$ cat config.mk
export PLATFORM = sky130hd
export DESIGN_NAME = gauss_frame_ctrl
export DESIGN_NICKNAME = d
export VERILOG_FILES = /design/src/rtl/gauss_ctrl_pkg.sv /design/src/rtl/frame_out_framer.sv /design/src/rtl/gauss_frame_ctrl.sv
export SDC_FILE = /design/constraint.sdc
export NUM_CORES = 1
export LEC_CHECK = 0
export ABC_AREA = 1
export CAP_MARGIN = 10
export CORE_UTILIZATION = 60
export DETAILED_ROUTE_END_ITERATION = 8
export PLACE_DENSITY = 0.79
export SYNTH_ARGS = -nofsm -noshare
export SYNTH_HDL_FRONTEND = slang
export SYNTH_HIERARCHICAL = 1
export SYNTH_SLANG_ARGS = --single-unit
$ cat constraint.sdc
create_clock -name clk -period 3.7 [get_ports clk]
set_input_delay 0.74 -clock clk [delete_from_list [all_inputs] [get_ports clk]]
set_output_delay 0.74 -clock clk [all_outputs]
set_load 0.01 [all_outputs]
$ cat src/rtl/gauss_ctrl_pkg.sv
// -----------------------------------------------------------------------------
// gauss_ctrl_pkg
// Shared definitions for the 3x3 window-filter frame sequencers.
//   - ctrl_state_e : sequencer states (IDLE, SYNC, FILL, FLUSH, DRAIN)
//   - *_DEF        : default widths and latencies
//   - MIN_DIM      : smallest legal frame width/height (a 3x3 window needs 3)
//   - dims_legal   : frame size legality check
// -----------------------------------------------------------------------------
package gauss_ctrl_pkg;

  localparam int DATA_W_DEF    = 8;
  localparam int W_BITS_DEF    = 11;
  localparam int H_BITS_DEF    = 11;
  localparam int PIPE_LAT_DEF  = 4;
  localparam int DRAIN_MAX_DEF = 64;
  localparam int MIN_DIM       = 3;

  typedef enum logic [2:0] {
    IDLE  = 3'd0,
    SYNC  = 3'd1,
    FILL  = 3'd2,
    FLUSH = 3'd3,
    DRAIN = 3'd4
  } ctrl_state_e;

  // Callers zero-extend their cfg fields to 32 bits.
  function automatic logic dims_legal(input logic [31:0] w, input logic [31:0] h);
    return (w >= 32'(MIN_DIM)) && (h >= 32'(MIN_DIM));
  endfunction

endpackage

$ cat src/rtl/frame_out_framer.sv
// -----------------------------------------------------------------------------
// frame_out_framer
// Re-frames a filter's qualified output stream into sof/eol/eof-marked beats.
// Tracks column, row and total output count; beats beyond the frame total are
// dropped. Output is registered (one cycle after the filter beat).
// Ports:
//   clk, rst      clock, async active-high reset
//   clr_i         clear counters (frame start)
//   active_i      capture window open
//   width_i       pixels per line
//   total_i       pixels per frame
//   f_out_i       filter data_out
//   f_out_en_i    filter data_out_en
//   m_*_o         framed output beat
//   out_cnt_o     number of beats emitted so far this frame
// -----------------------------------------------------------------------------
module frame_out_framer
  import gauss_ctrl_pkg::*;
#(
  parameter int DATA_W = DATA_W_DEF,
  parameter int W_BITS = W_BITS_DEF,
  parameter int H_BITS = H_BITS_DEF
) (
  input  logic                     clk,
  input  logic                     rst,
  input  logic                     clr_i,
  input  logic                     active_i,
  input  logic [W_BITS-1:0]        width_i,
  input  logic [W_BITS+H_BITS-1:0] total_i,
  input  logic [DATA_W-1:0]        f_out_i,
  input  logic                     f_out_en_i,
  output logic [DATA_W-1:0]        m_data_o,
  output logic                     m_valid_o,
  output logic                     m_sof_o,
  output logic                     m_eol_o,
  output logic                     m_eof_o,
  output logic [W_BITS+H_BITS-1:0] out_cnt_o
);

  localparam int CNT_W = W_BITS + H_BITS;
  localparam logic [W_BITS-1:0] W_ONE   = W_BITS'(1);
  localparam logic [H_BITS-1:0] H_ONE   = H_BITS'(1);
  localparam logic [CNT_W-1:0]  CNT_ONE = CNT_W'(1);

  logic [CNT_W-1:0]  out_cnt_q, out_cnt_d;
  logic [W_BITS-1:0] col_q, col_d;
  logic [H_BITS-1:0] row_q, row_d;
  logic [DATA_W-1:0] m_data_q, m_data_d;
  logic              m_valid_q, m_valid_d;
  logic              m_sof_q, m_sof_d;
  logic              m_eol_q, m_eol_d;
  logic              m_eof_q, m_eof_d;
  logic              take;
  logic              last_col;

  assign take     = active_i & f_out_en_i & (out_cnt_q < total_i);
  assign last_col = (col_q == (width_i - W_ONE));

  always_comb begin
    out_cnt_d = out_cnt_q;
    col_d     = col_q;
    row_d     = row_q;
    m_valid_d = take;
    m_sof_d   = take & (out_cnt_q == '0);
    m_eol_d   = take & last_col;
    m_eof_d   = take & (out_cnt_q == (total_i - CNT_ONE));
    m_data_d  = take ? f_out_i : m_data_q;

    if (clr_i) begin
      out_cnt_d = '0;
      col_d     = '0;
      row_d     = '0;
    end else if (take) begin
      out_cnt_d = out_cnt_q + CNT_ONE;
      if (last_col) begin
        col_d = '0;
        row_d = row_q + H_ONE;
      end else begin
        col_d = col_q + W_ONE;
      end
    end
  end

  always_ff @(posedge clk or posedge rst) begin
    if (rst) begin
      out_cnt_q <= '0;
      col_q     <= '0;
      row_q     <= '0;
      m_data_q  <= '0;
      m_valid_q <= 1'b0;
      m_sof_q   <= 1'b0;
      m_eol_q   <= 1'b0;
      m_eof_q   <= 1'b0;
    end else begin
      out_cnt_q <= out_cnt_d;
      col_q     <= col_d;
      row_q     <= row_d;
      m_data_q  <= m_data_d;
      m_valid_q <= m_valid_d;
      m_sof_q   <= m_sof_d;
      m_eol_q   <= m_eol_d;
      m_eof_q   <= m_eof_d;
    end
  end

  assign m_data_o  = m_data_q;
  assign m_valid_o = m_valid_q;
  assign m_sof_o   = m_sof_q;
  assign m_eol_o   = m_eol_q;
  assign m_eof_o   = m_eof_q;
  assign out_cnt_o = out_cnt_q;

endmodule

$ cat src/rtl/gauss_frame_ctrl.sv
// -----------------------------------------------------------------------------
// gauss_frame_ctrl
// Frame sequencer between a pixel source and a 3x3 line-buffer window filter.
// Latches the frame size on start, gates source beats into the filter enable,
// injects flush enables so the last rows leave the filter, and re-frames the
// filter output with sof/eol/eof plus a done pulse.
//
// state | meaning
// ------+--------------------------------------------------------------
// IDLE  | waiting for start; cfg checked and latched on a legal start
// SYNC  | discarding source beats until the s_sof beat (pixel 1)
// FILL  | forwarding source pixels 2..N to the filter
// FLUSH | W+PIPE_LAT enables with zero data to push the last rows out
// DRAIN | waiting for the last output beat, bounded by DRAIN_MAX cycles
//
// Ports:
//   clk, rst                 clock, async active-high reset
//   start, cfg_width/height  frame request and size
//   busy, done, err          status (done/err are one-cycle pulses)
//   s_data/valid/sof/ready   source stream
//   f_data, f_en             to filter data_in / data_in_en
//   f_out, f_out_en          from filter data_out / data_out_en
//   m_data/valid/sof/eol/eof framed output stream
// -----------------------------------------------------------------------------
module gauss_frame_ctrl
  import gauss_ctrl_pkg::*;
#(
  parameter int DATA_W    = DATA_W_DEF,
  parameter int W_BITS    = W_BITS_DEF,
  parameter int H_BITS    = H_BITS_DEF,
  parameter int PIPE_LAT  = PIPE_LAT_DEF,
  parameter int DRAIN_MAX = DRAIN_MAX_DEF
) (
  input  logic              clk,
  input  logic              rst,
  input  logic              start,
  input  logic [W_BITS-1:0] cfg_width,
  input  logic [H_BITS-1:0] cfg_height,
  output logic              busy,
  output logic              done,
  output logic              err,
  input  logic [DATA_W-1:0] s_data,
  input  logic              s_valid,
  input  logic              s_sof,
  output logic              s_ready,
  output logic [DATA_W-1:0] f_data,
  output logic              f_en,
  input  logic [DATA_W-1:0] f_out,
  input  logic              f_out_en,
  output logic [DATA_W-1:0] m_data,
  output logic              m_valid,
  output logic              m_sof,
  output logic              m_eol,
  output logic              m_eof
);

  localparam int CNT_W = W_BITS + H_BITS;
  localparam int FL_W  = W_BITS + 1;
  localparam int DR_W  = $clog2(DRAIN_MAX + 1);
  localparam logic [CNT_W-1:0] CNT_ONE = CNT_W'(1);
  localparam logic [FL_W-1:0]  FL_ONE  = FL_W'(1);
  localparam logic [DR_W-1:0]  DR_ONE  = DR_W'(1);

  ctrl_state_e       state_q, state_d;
  logic [W_BITS-1:0] w_q, w_d;
  logic [CNT_W-1:0]  n_q, n_d;
  logic [CNT_W-1:0]  in_cnt_q, in_cnt_d;
  logic [FL_W-1:0]   flush_cnt_q, flush_cnt_d;
  logic [DR_W-1:0]   drain_cnt_q, drain_cnt_d;
  logic              done_q, done_d;
  logic              err_q, err_d;
  logic              frame_clr;
  logic              frame_active;
  logic [CNT_W-1:0]  out_cnt;

  always_comb begin
    state_d     = state_q;
    w_d         = w_q;
    n_d         = n_q;
    in_cnt_d    = in_cnt_q;
    flush_cnt_d = flush_cnt_q;
    drain_cnt_d = drain_cnt_q;
    done_d      = 1'b0;
    err_d       = 1'b0;
    frame_clr   = 1'b0;
    s_ready     = 1'b0;
    f_en        = 1'b0;
    f_data      = '0;

    case (state_q)
      IDLE: begin
        if (start) begin
          if (dims_legal(32'(cfg_width), 32'(cfg_height))) begin
            w_d       = cfg_width;
            n_d       = {{H_BITS{1'b0}}, cfg_width} * {{W_BITS{1'b0}}, cfg_height};
            in_cnt_d  = '0;
            frame_clr = 1'b1;
            state_d   = SYNC;
          end else begin
            err_d = 1'b1;
          end
        end
      end

      SYNC: begin
        s_ready = 1'b1;
        if (s_valid && s_sof) begin
          f_en     = 1'b1;
          f_data   = s_data;
          in_cnt_d = CNT_ONE;
          state_d  = FILL;
        end
      end

      FILL: begin
        s_ready = (in_cnt_q < n_q);
        f_en    = s_valid & s_ready;
        f_data  = s_data;
        if (f_en) begin
          in_cnt_d = in_cnt_q + CNT_ONE;
          // A second sof inside the frame is flagged but the pixel still counts.
          if (s_sof) begin
            err_d = 1'b1;
          end
          if (in_cnt_q == (n_q - CNT_ONE)) begin
            flush_cnt_d = FL_W'(w_q) + FL_W'(PIPE_LAT);
            state_d     = FLUSH;
          end
        end
      end

      FLUSH: begin
        f_en        = 1'b1;
        flush_cnt_d = flush_cnt_q - FL_ONE;
        if (flush_cnt_q == FL_ONE) begin
          if (out_cnt == n_q) begin
            done_d  = 1'b1;
            state_d = IDLE;
          end else begin
            drain_cnt_d = DR_W'(DRAIN_MAX);
            state_d     = DRAIN;
          end
        end
      end

      DRAIN: begin
        if (out_cnt == n_q) begin
          done_d  = 1'b1;
          state_d = IDLE;
        end else if (drain_cnt_q == DR_ONE) begin
          // Filter never delivered the full frame: end it with an error.
          done_d  = 1'b1;
          err_d   = 1'b1;
          state_d = IDLE;
        end else begin
          drain_cnt_d = drain_cnt_q - DR_ONE;
        end
      end

      default: begin
        state_d = IDLE;
      end
    endcase
  end

  always_ff @(posedge clk or posedge rst) begin
    if (rst) begin
      state_q     <= IDLE;
      w_q         <= '0;
      n_q         <= '0;
      in_cnt_q    <= '0;
      flush_cnt_q <= '0;
      drain_cnt_q <= '0;
      done_q      <= 1'b0;
      err_q       <= 1'b0;
    end else begin
      state_q     <= state_d;
      w_q         <= w_d;
      n_q         <= n_d;
      in_cnt_q    <= in_cnt_d;
      flush_cnt_q <= flush_cnt_d;
      drain_cnt_q <= drain_cnt_d;
      done_q      <= done_d;
      err_q       <= err_d;
    end
  end

  assign frame_active = (state_q == FILL) || (state_q == FLUSH) || (state_q == DRAIN);

  frame_out_framer #(
    .DATA_W (DATA_W),
    .W_BITS (W_BITS),
    .H_BITS (H_BITS)
  ) u_framer (
    .clk        (clk),
    .rst        (rst),
    .clr_i      (frame_clr),
    .active_i   (frame_active),
    .width_i    (w_q),
    .total_i    (n_q),
    .f_out_i    (f_out),
    .f_out_en_i (f_out_en),
    .m_data_o   (m_data),
    .m_valid_o  (m_valid),
    .m_sof_o    (m_sof),
    .m_eol_o    (m_eol),
    .m_eof_o    (m_eof),
    .out_cnt_o  (out_cnt)
  );

  assign busy = (state_q != IDLE);
  assign done = done_q;
  assign err  = err_q;

endmodule

# Word-level counts from Yosys, hierarchy flattened
# Cells that the tools add are included.
# W data, S select, Z words.
# totals
register_bits	124
word_cells	117
# op_classes
n_addsub	8
mul	1
order_cmp	4
eq_ne	20
muxes	47
n_bitwise	6
n_reduce_logical	16
# ops
cell	count
$mux W22	6
$eq A22 B22 Y1	3
$pmux W22 S3	1
$add A22 B1 Y22 const B	2
$lt A22 B22 Y1	2
$mux W11	3
$mux W7	4
$mux W3	9
$mux W12	2
$pmux W12 S2	1
$ge A11 B2 Y1 const B	2
$logic_not A22 Y1	1
$mul A11 B11 Y22	1
$sub A22 B1 Y22 const B	1
$ne A2 B2 Y1 const B	9
$pmux W8 S2	1
$pmux W3 S5	1
$pmux W7 S2	1
$mux W1	13
$add A11 B3 Y12 const B	1
$eq A12 B1 Y1 const B	1
$sub A12 B1 Y12 const B	1
$add A11 B1 Y11 const B	1
$eq A11 B11 Y1	1
other kinds (19)	34

# Longest topological paths before layout
# depth
ltp_word	7
depth_mapped	22
mapped_depth_nobuf	21

# Modules after synthesis
# The synthesis kept the hierarchy.
# by_module_without_submodules
module	instances	cells_each	area_per_inst_um2
gauss_frame_ctrl	1	1498	10343.7
frame_out_framer	1	667	4445.5

# Worst setup path before layout
# No wires, ideal clock.
# synth_timing
kind	in2reg
from	input cfg_height[10]
to	register n_q[17]
setup_time_ns	0.135
arrival_ns	5.144
required_time_ns	3.565
path_slack_ns	-1.578
stages	18
path_buffers	1
path_cell_list	clkbuf_1 -> nand2_1 -> fa_1 -> fa_1 -> inv_1 -> fa_1 -> fa_1 -> inv_1 -> fa_1 -> inv_1 -> ha_1 -> nand2_1 -> o21ai_0 -> a21boi_0 -> o21ai_0 -> nand2_1 -> nand3_1 -> o21ai_0
# synth_via
elab_chain_cells	3
# synth_rtl
item	line_no	source
start, declared	gauss_frame_ctrl.sv:38	input logic [H_BITS-1:0] cfg_height,
branches (longest 3 deep; another with $mul A11 B11 Y22)	n/a	
end signal, assigned	gauss_frame_ctrl.sv:179	n_q <= n_d;
end, declared	gauss_frame_ctrl.sv:66	logic [CNT_W-1:0] n_q, n_d;
# Parallel ways; which one is timed is not known.
# A chain may end at the register's enable or synchronous reset.

# Worst setup path after layout
# layout_timing
from	input cfg_width[5]
to	register n_q[16]
# layout_via
elab_chain_cells	3
# layout_rtl
item	line_no	source
start, declared	gauss_frame_ctrl.sv:37	input logic [W_BITS-1:0] cfg_width,
branches (longest 3 deep; another with $mul A11 B11 Y22)	n/a	
# Parallel ways; which one is timed is not known.

==> results.py <==
metrics = {
    "placed_design": {
        "port_buffers": 68,
        "placed_area_um2": 16900,
        "post-place-cells": 2610,
        "gp_congestion": 0.981,
        "dp_hpwl_um": 33800,
    },
    "timing": {
        "finalHoldViolCount": 0,
        "setup_viol": 17,
        "rsz0062_at_grt": "true",
        "worstMarginPinSlew_ps": 916,
        "fmax_ghz": 0.215,
        "slew_viol_final": 0,
        "slew_headroom": 0.388,
        "fin_crit_sh": 1.26,
        "period_needed_ps": 4660,
        "fin_worst_skew_ps": 20.4,
        "setup_slack_ps": -960,
    },
    "cts": {
        "path_clk_slew_ps": 70,
        "htree_levels": 4,
        "cts-root-buf": "clkbuf_16",
        "cts_buffers": 17,
        "clockBufferDepth": 2,
        "ctsHoldBuffers": 0,
        "cts_tree": "yes",
        "clock-sinks": 124,
        "clock_latency_ps": 440,
    },
    "drt": {
        "drc": 0,
        "viasPerCell": 5.65,
        "finalWirelength_um": 45400,
        "dr.pass1.iters": 6,
        "routedWlPerCell_um": 17.0,
        "dr_total_vias": 15100,
        "initialDrtViolationCount": 1436,
        "ant_nets": 0,
    },
    "setup_path": {
        "crit_top_cell": "fa_1",
        "crit_path_start": "cfg_width[5]",
        "crit_required_ps": 4010,
        "reg2reg_depth": 14,
        "r2r_end": "flush_cnt_q[10]",
        "slowest_delay_ps": 570,
        "regToRegSetupSlack_ps": 350,
        "cp_cell_sequence": "buf_8, buf_12, nand2_2, inv_2, fa_2, fa_1, fa_1, fa_1, inv_1, fa_1, inv_2, ha_4, nand2_4, nor2_4, o21ai_2, o211ai_1, a31oi_2, o21ai_1, nand2_1, nand3_1, o21ai_1",
        "worstPathMaxFanout": 6,
        "cp_num_buf_inv": 5,
        "reg2reg_from": "n_q[16]",
        "end_kind": "register",
        "crit_end": "n_q[16]",
        "arrival_ps": 4970,
        "crit_family": "adder cells",
        "crit_cells": 21,
        "crit_type": "primary input to register",
        "critPathLaunchType": "primary input",
        "crit_slowest_cell": "fa_2",
    },
    "power_and_ir_drop": {
        "p_total_uw": 14900,
        "power_density_nw_per_um2": 819,
        "power_leakage_uw": 0.00949,
        "ir_drop_uv": 613,
    },
    "logic_synthesis": {
        "ys_types": 53,
        "synth_area_leader_cell": "dfrtp_1",
        "synthTopCellsByArea": "dfrtp_1 21%, nand2_1 15%, fa_1 11%, ha_1 9.8%, inv_1 9.4%",
        "netlist_area_um2": 14800,
        "netlist_instances": 2165,
        "ys_ff_latch": 124,
        "synthFlopType": "dfrtp_1",
        "synth_edf_count": 0,
        "ys_warn_count": 6,
        "synth_nets": 2405,
        "async_flop_share": 1.00,
        "ys_seq_area_frac": 0.210,
        "yosysMostFrequentCell": "nand2_1",
        "synth.avg_cell_area_um2": 6.83,
        "netlist_top_cells_count": "593 x nand2_1, 369 x inv_1, 207 x nor2_1",
        "synth_top_area_share": 0.210,
    },
    "floorplanning": {
        "start_util": 0.610,
        "io_pins": 69,
        "die-area_um2": 25300,
        "core_area_um2": 24200,
        "fp.dieW_um": 159,
        "die_h_um": 159,
        "rows": 57,
    },
    "layout": {
        "fin_area_um2": 18200,
        "fill_cells": 1847,
        "multi_input_area_um2": 10600,
        "layoutNonFillerInstCount": 2675,
        "n_antenna_cell": 0,
        "drive_gt1_frac": 0.175,
        "regArea_um2": 3100,
        "area_growth_pct": 23.4,
        "fin_nets": 2578,
    },
    "flow_run": {
        "cap_viol_max_count": 0,
    },
    "hold_path": {
        "hold_path_class": "register to register",
    },
    "run_status": {
        "status": "finished, violations left",
        "violations": "setup timing",
    },
    "global_routing": {
        "grt_max_degree": 46,
        "grt_pass1_wl_um": 73600,
        "track_usage": 0.363,
        "antenna_found_initial": 0,
        "grt_pass1_vias": 14900,
        "grt-ovfl-total": 0,
    },
}
[how the worst min path moves through the flow]
| stage | start | endpoint | cells past startpoint |
|---|---|---|---|
| detailed placement | flush_cnt_q[9] | flush_cnt_q[9] | 2 |
| floorplan | flush_cnt_q[8] | flush_cnt_q[8] | 2 |
| finish | u_framer/m_data_o[7] | u_framer/m_data_o[7] | 2 |
| CTS | flush_cnt_q[9] | flush_cnt_q[9] | 2 |
| global route | u_framer/m_data_o[4] | u_framer/m_data_o[4] | 2 |
| global placement | u_framer/m_data_o[2] | u_framer/m_data_o[2] | 2 |
[repair_timing]
action / in CTS / in global routing
buffers inserted: 25 / 4
gates cloned: 5 / 0
endpoints found under the hold margin: 0 / 0
setup endpoints to repair: 19 / 19
resized for setup: 186 / 37
pin swaps: 96 / 53
[power breakdown]
part	internal [uW]	total (uW)	switching, uW	leakage [uW]
registers	1710	2180	465	0.00164
logic	4730	11100	6360	0.00757
clock network	895	1680	783	0.000273
total	7340	14900	7610	0.00949
[cell type report]
type / count / area share
Timing Repair Buffer: 222 / 0.115
Clock inverter: 15 / 0.00782
Tap cell: 324 / 0.0222
Multi-Input combinational cell: 1595 / 0.583
Inverter: 378 / 0.0780
Sequential cell: 124 / 0.170
Clock buffer: 17 / 0.0233
[cell usage in the layout (no fill, tap or decap), types with 6 or more instances in the layout]
cell	instances
nand2_1	555
inv_1	339
nor2_1	203
nand3_1	125
dfrtp_1	124
buf_4	120
ha_1	95
fa_1	73
xor2_1	67
nand4_1	58
o21ai_0	58
clkdlybuf4s50_1	48
xnor2_1	39
nand2_2	36
inv_2	35
a21oi_1	34
buf_6	29
nor3_1	26
o21ai_1	23
ha_4	19
nor2_2	18
clkbuf_16	17
nor4_1	14
nand3_2	13
nor2_4	11
o31ai_1	11
nand2_4	10
a21oi_4	9
or2_2	9
nand3b_1	8
a31oi_1	8
o21ai_2	7
o21bai_1	7
fa_2	7
inv_8	6
buf_12	6
[cell families (layout without fill, tap and decap cells)]
group / Yosys count / count (layout) / synth area share
xor+xnor: 114 / 114 / 0.0699
buf+inv: 446 / 632 / 0.118
fa+ha+maj: 196 / 196 / 0.206
flops: 124 / 124 / 0.210
compound gates: 185 / 185 / 0.0712
simple gates: 1100 / 1100 / 0.324
[per-stage QoR]
step / TNS [ps] / util / setup slack, ps / hold WS, ps
3_5_place_dp: -27960 / 0.696 / -1840 / 458
5_1_grt: -14290 / 0.752 / -1080 / 499
4_1_cts: -10700 / 0.747 / -847 / 475
6_report: -11990 / 0.752 / -960 / 472
3_3_place_gp: -26380 / 0.696 / -1720 / 454
2_1_floorplan: -12050 / - / -955 / 442
[worst min-delay path, delay by kind of cell, from the launching register on]
kind / cells / cell delay [ps]
flops: 1 / 340
simple gates: 2 / 100
[flip-flops by register name, summed over array words and instances, names as in the netlist, 3 cells and up]
name and count:
u_framer/m_data_o 8, drain_cnt_q 7, u_framer/out_cnt_o 22, state_q 3, n_q 22, flush_cnt_q 12, in_cnt_q 22, u_framer/col_q 11
w_q 11
[routing by layer]
layer / vias up / wire length (um) / GRT usage
li1: 7133 / - / -
met1: 7140 / 17400 / 0.423
met2: 671 / 22700 / 0.647
met3: 180 / 2670 / 0.0503
met4: 0 / 2530 / 0.198
met5: - / 0 / 0
Power figures use the tool's default switching activity.
